===== src/rtl/mem_arbiter.sv =====
// mem_arbiter: lets CORE_COUNT cores share one single-port RAM that has a registered
// address and a one-cycle read latency.
//
// Each cycle the arbiter grants one requesting core, using round-robin priority by
// default. It drives that core's access onto the RAM port and routes the read data
// back to the issuing core one cycle later.
//
// Optional feature macro: MEM_ARB_FIXED_PRIORITY_EN
//   undefined (default) : round-robin priority. The search starts at a pointer that
//                         moves to one past the last grantee.
//   defined             : fixed priority. Core 0 is highest and CORE_COUNT-1 lowest.
//                         The pointer is removed.
//
// Ports:
//   clk        in   system clock, rising edge
//   rstN       in   asynchronous active-low reset
//   req        in   [CORE_COUNT]            per-core request, held until granted
//   wrEnIn     in   [CORE_COUNT]            per-core op: 1 = write, 0 = read
//   addrIn     in   [CORE_COUNT*ADDR_WIDTH] flattened addresses, core i at i*ADDR_WIDTH
//   dataInIn   in   [CORE_COUNT*DATA_WIDTH] flattened write data, same packing
//   grant      out  [CORE_COUNT]            one-hot, the core issued to the RAM this cycle
//   rdValid    out  [CORE_COUNT]            one-hot, owner of rdData this cycle
//   rdData     out  [DATA_WIDTH]            read data, shared by all cores
//   ramWrEn    out                          RAM write enable
//   ramAddr    out  [ADDR_WIDTH]            RAM address
//   ramDataIn  out  [DATA_WIDTH]            RAM write data
//   ramDataOut in   [DATA_WIDTH]            RAM read data
module mem_arbiter #(
    parameter int CORE_COUNT = 4,
    parameter int DATA_WIDTH = 12,
    parameter int ADDR_WIDTH = 8
) (
    input  logic                             clk,
    input  logic                             rstN,
    input  logic [CORE_COUNT-1:0]            req,
    input  logic [CORE_COUNT-1:0]            wrEnIn,
    input  logic [CORE_COUNT*ADDR_WIDTH-1:0] addrIn,
    input  logic [CORE_COUNT*DATA_WIDTH-1:0] dataInIn,
    output logic [CORE_COUNT-1:0]            grant,
    output logic [CORE_COUNT-1:0]            rdValid,
    output logic [DATA_WIDTH-1:0]            rdData,
    output logic                             ramWrEn,
    output logic [ADDR_WIDTH-1:0]            ramAddr,
    output logic [DATA_WIDTH-1:0]            ramDataIn,
    input  logic [DATA_WIDTH-1:0]            ramDataOut
);

    localparam int PTR_W = (CORE_COUNT > 1) ? $clog2(CORE_COUNT) : 1;

    logic [PTR_W-1:0]      grant_idx;
    logic                  grant_any;
    logic                  grant_act;
    logic [CORE_COUNT-1:0] grant_onehot;
    logic [CORE_COUNT-1:0] rd_owner_q;
    logic [CORE_COUNT-1:0] rd_owner_d;

`ifndef MEM_ARB_FIXED_PRIORITY_EN
    logic [PTR_W-1:0] ptr_q;
    logic [PTR_W-1:0] ptr_d;
    logic [PTR_W:0]   search_sum;
`endif
    logic [PTR_W-1:0] search_idx;

    // Take the first requester found, starting the search at the priority origin.
    always_comb begin
        grant_idx  = '0;
        grant_any  = 1'b0;
        search_idx = '0;
`ifndef MEM_ARB_FIXED_PRIORITY_EN
        search_sum = '0;
`endif
        for (int i = 0; i < CORE_COUNT; i++) begin
`ifdef MEM_ARB_FIXED_PRIORITY_EN
            search_idx = PTR_W'(i);
`else
            // Wrap the search at CORE_COUNT, which need not be a power of two.
            search_sum = {1'b0, ptr_q} + (PTR_W+1)'(i);
            if (search_sum >= (PTR_W+1)'(CORE_COUNT)) begin
                search_sum = search_sum - (PTR_W+1)'(CORE_COUNT);
            end
            search_idx = search_sum[PTR_W-1:0];
`endif
            if (!grant_any && req[search_idx]) begin
                grant_any = 1'b1;
                grant_idx = search_idx;
            end
        end
    end

    // Outputs are masked during reset so that no RAM write slips through.
    assign grant_act = grant_any & rstN;

    always_comb begin
        grant_onehot = '0;
        if (grant_act) begin
            grant_onehot[grant_idx] = 1'b1;
        end
    end

    always_comb begin
        ramWrEn   = 1'b0;
        ramAddr   = '0;
        ramDataIn = '0;
        if (grant_act) begin
            ramWrEn   = wrEnIn[grant_idx];
            ramAddr   = addrIn[grant_idx*ADDR_WIDTH +: ADDR_WIDTH];
            ramDataIn = dataInIn[grant_idx*DATA_WIDTH +: DATA_WIDTH];
        end
    end

    // The flops are held in reset whenever rstN is low, so the unmasked grant is safe here.
    always_comb begin
        rd_owner_d = '0;
        if (grant_any && !wrEnIn[grant_idx]) begin
            rd_owner_d[grant_idx] = 1'b1;
        end
    end

`ifndef MEM_ARB_FIXED_PRIORITY_EN
    always_comb begin
        ptr_d = ptr_q;
        if (grant_any) begin
            if (grant_idx == PTR_W'(CORE_COUNT - 1)) begin
                ptr_d = '0;
            end else begin
                ptr_d = grant_idx + PTR_W'(1);
            end
        end
    end

    always_ff @(posedge clk or negedge rstN) begin
        if (!rstN) begin
            ptr_q <= '0;
        end else begin
            ptr_q <= ptr_d;
        end
    end
`endif

    always_ff @(posedge clk or negedge rstN) begin
        if (!rstN) begin
            rd_owner_q <= '0;
        end else begin
            rd_owner_q <= rd_owner_d;
        end
    end

    assign grant   = grant_onehot;
    assign rdValid = rd_owner_q;
    assign rdData  = ramDataOut;

endmodule


===== config.mk =====
export PLATFORM = sky130hd
export DESIGN_NAME = mem_arbiter
export DESIGN_NICKNAME = d
export VERILOG_FILES = /design/src/rtl/mem_arbiter.sv
export SDC_FILE = /design/constraint.sdc
export NUM_CORES = 1
export LEC_CHECK = 0
export CORE_ASPECT_RATIO = 2
export CORE_MARGIN = 8
export CORE_UTILIZATION = 27
export DETAILED_ROUTE_END_ITERATION = 7
export MAX_ROUTING_LAYER = met4
export PLACE_DENSITY_LB_ADDON = 0.15
export SLEW_MARGIN = 20
export SYNTH_ARGS = -nofsm -noshare
export SYNTH_HDL_FRONTEND = slang
export SYNTH_SLANG_ARGS = --single-unit

===== constraint.sdc =====
create_clock -name clk -period 2.7 [get_ports clk]
set_input_delay 0.27 -clock clk [delete_from_list [all_inputs] [get_ports clk]]
set_output_delay 0.27 -clock clk [all_outputs]
set_load 0.005 [all_outputs]

==> results of run 1 <==
[worst min path at each step]
stage,startpoint,to,slack [ps],cells after the start
floorplan,rstN,ptr_q[0]$_DFFE_PN0N_,-30,0
global placement,ramDataOut[0],rdData[0],540,0
detailed placement,ramDataOut[0],rdData[0],540,0
CTS,rstN,ptr_q[1]$_DFFE_PN0N_,360,2
global route,rstN,ptr_q[1]$_DFFE_PN0N_,370,2
finish,rstN,ptr_q[1]$_DFFE_PN0N_,350,2
[cell type report]
type                            count  area, um^2  share of cell area [%]
Tap cell                           54        67.6                    2.53
Timing Repair Buffer              150        1480                    55.3
Inverter                            4        15.0                   0.561
Clock buffer                        3        41.3                    1.54
Multi-Input combinational cell    110         922                    34.5
Sequential cell                     6         150                    5.61
[per-stage QoR]
| step | instances | TNS, ps | hold slack, ps | setup WS [ps] | cell area, um^2 |
|---|---|---|---|---|---|
| finish | 327 | 0 | 352 | 117 | 2680 |
| global route | 327 | 0 | 374 | 26.7 | 2680 |
| CTS | 323 | -21.8 | 355 | -15.9 | 2610 |
| detailed placement | 315 | -1720 | 540 | -98.7 | 2540 |
| global placement | 315 | -1370 | 540 | -88.0 | 2540 |
| floorplan | 141 | 0 | -25.6 | 665 | 1200 |
[repair_timing]
action                                  in CTS  in global routing
resized for setup                           18                 21
cloned                                       1                  0
setup buffers                                4                  4
endpoints found under the setup margin      25                 12
hold endpoints to repair                     0                  0
pin swaps                                    2                  3
[power breakdown]
part	switching (mW)	leakage (nW)	total (mW)	internal (mW)
sequential	0.0338	0.0774	0.158	0.125
clock	0.0441	0.0216	0.140	0.0963
combinational	0.526	1.30	1.32	0.791
total	0.604	1.40	1.62	1.01
[routing by layer]
| metal | up-vias | track usage, % |
|---|---|---|
| met5 | - | - |
| met4 | 0 | 8.05 |
| met3 | 16 | 6.48 |
| met2 | 116 | 32.4 |
| met1 | 757 | 14.4 |
| li1 | 795 | - |
[worst max-delay path, delay by kind of cell]
family                 cells  cell delay, ps
buffers and inverters      6            1360
multiplexers               1             110
AO/OA/AOI/OAI              2             580
[kinds of logic (layout without fill, tap and decap cells)]
logic type	Yosys count	count (layout)	synth area share, %
AO/OA/AOI/OAI	36	37	20.0
adder cells (fa/ha/maj)	4	4	4.18
buffers and inverters	26	157	13.1
flip-flops	6	6	12.5
multiplexers	44	44	37.7
AND/OR/NAND/NOR	25	25	12.5
[registers in the layout (all words and copies together) (netlist names)]
register and cells:
ptr_q 2, rdValid 4
[placed cells by master, fill, tap and decap left out]
master | synthesis | routed
and3_1 | 1 | 1
clkdlybuf4s50_1 | 0 | 91
inv_1 | 4 | 4
dfrtp_1 | 6 | 6
a21boi_0 | 1 | 1
ha_1 | 4 | 2
nor4_1 | 1 | 1
nor2b_2 | 0 | 1
a21o_1 | 1 | 1
and2_1 | 5 | 4
and2_4 | 0 | 1
mux2i_1 | 41 | 40
a22o_1 | 1 | 1
buf_6 | 1 | 1
nand2b_1 | 1 | 1
mux2i_2 | 0 | 1
mux2_4 | 2 | 2
nor3b_2 | 0 | 1
buf_12 | 0 | 4
a21bo_2 | 1 | 1
or2_2 | 1 | 1
ha_2 | 0 | 2
o21ai_0 | 3 | 3
clkbuf_8 | 0 | 3
nor3b_1 | 2 | 1
nand3_1 | 5 | 5
nand2_1 | 1 | 1
mux2_2 | 1 | 1
a21bo_1 | 1 | 1
dlymetal6s2s_1 | 0 | 12
a21oi_1 | 2 | 2
nor2b_1 | 4 | 3
a311o_1 | 1 | 1
nand4_1 | 4 | 4
o22ai_1 | 24 | 24
a221o_2 | 0 | 2
dlygate4sd2_1 | 0 | 13
clkbuf_2 | 0 | 2
buf_4 | 12 | 27
==> reports/results.txt, run 1 <==
status: finished, final reports clean
Synth top area share: 34.3%
layout cell share with drive strength beyond 1: 18.3%
die width: 63.1 um
Syn Std Cell Area: 0.00120 mm^2
most frequent cells after synthesis: mux2i_1 (41), o22ai_1 (24), buf_4 (12)
R2R Path End: ptr_q[1]$_DFFE_PN0N_
clk slew on worst S/H paths: 40 ps
vias in the first global route: 1976
drt total wl: 5960 um
post-DP HPWL: 4910 um
post-synthesis register bit count: 6
Slew @ Worst Pin: 547 ps
critical path class: in2out
First-pass DRT Iterations: 4
setup slack, reg-to-reg: 730 ps
P_leak: 1.40 nW
Max stage delay on crit path: 540 ps
row count: 34
number of fill cells in the layout: 400
top-count cell post-synth: mux2i_1
CTS max path bufs: 2
final worst path period need: 2580 ps
# clock sinks: 6
Peak VDD IR: 0.355 mV
# IOs: 143
gr ovfl total: 0
worst min path class: in2async
routed length on met3: 552 um
Cell Pwr Density: 604 mW/mm^2
CP Capture Type: output port
crit path capture: ramAddr[4]
Worst setup SP type: input port
Clock Latency Late Sink: 230 ps
DIE AREA: 0.00695 mm^2
Avg WL per Cell: 18.2 um
gr usage total: 17.1%
# setup viols final: 0
Reg2Reg Depth: 6
Num CTS Buffers: 3
core area: 0.00430 mm^2
final hold violation count: 0
CP required: 2430 ps
max-cap viol count: 0
post-synthesis sequential area ratio: 12.5%
Worst R2R Start: ptr_q[1]$_DFFE_PN0N_
Critical Path Fanout Max: 10
cell count after synthesis: 141
Initial Util: 27.9%
Max Slew Vio Count: 0
Worst Setup SP: req[3]
Setup Skew: 8.78 ps
Post-synth EDFFs: 0
Critical Path Slowest Stage Cell: clkdlybuf4s50_1
Syn Nets: 247
NumNets Final: 381
CTS root buf: clkbuf_8
DRC errors left: 0
Core Util, Final: 62.3%
Mean Syn Cell Area: 8.49 um^2
H-tree depth: 1
top layer reached by signal wires: met4
largest net degree at the start of global routing: 21
initial antenna violation count: 0
Power Total: 1.62 mW
crit path cell chain: clkdlybuf4s50_1 -> inv_1 -> a221o_2 -> buf_4 -> buf_4 -> buf_12 -> mux2i_1 -> o22ai_1 -> dlygate4sd2_1
ys async rst share: 100%
YS warnings: 0
cts hold-fix bufs: 0
relative slew slack: 63.1%
antenna violation net count after detailed routing: 0
Critical Path AT: 2310 ps
GP Congestion: 0.781
vias post-DR: 1684
IO Port Bufs: 118
metal1 wirelength: 2000 um
met2 layer wire length in the routed design: 3130 um
TritonCTS clock tree: built
Die Y: 110 um
vias per std cell: 5.15
unrepaired setup endpoints after global routing: no
# diodes: 0
area growth from synthesis to layout: 123%
Post-synth top flop: dfrtp_1
initial DRC count: 37
post-synthesis cell type count: 30
first-pass GRT wire length: 9140 um
most frequent CP cell: buf_4
Period Utilization, post-route: 95.7%
fmax: 387 MHz
synth top area cells: mux2i_1 (34%), dfrtp_1 (13%), o22ai_1 (13%), buf_4 (7.5%), ha_1 (4.2%)
Synth area leader: mux2i_1
Power figures use the tool's default switching activity.
==> run 2, diff against run 1 <==
- SLEW_MARGIN: 20 -> 10
==> results of run 2 <==
The final DEF is identical to that of run 1; final timing and power are the same.
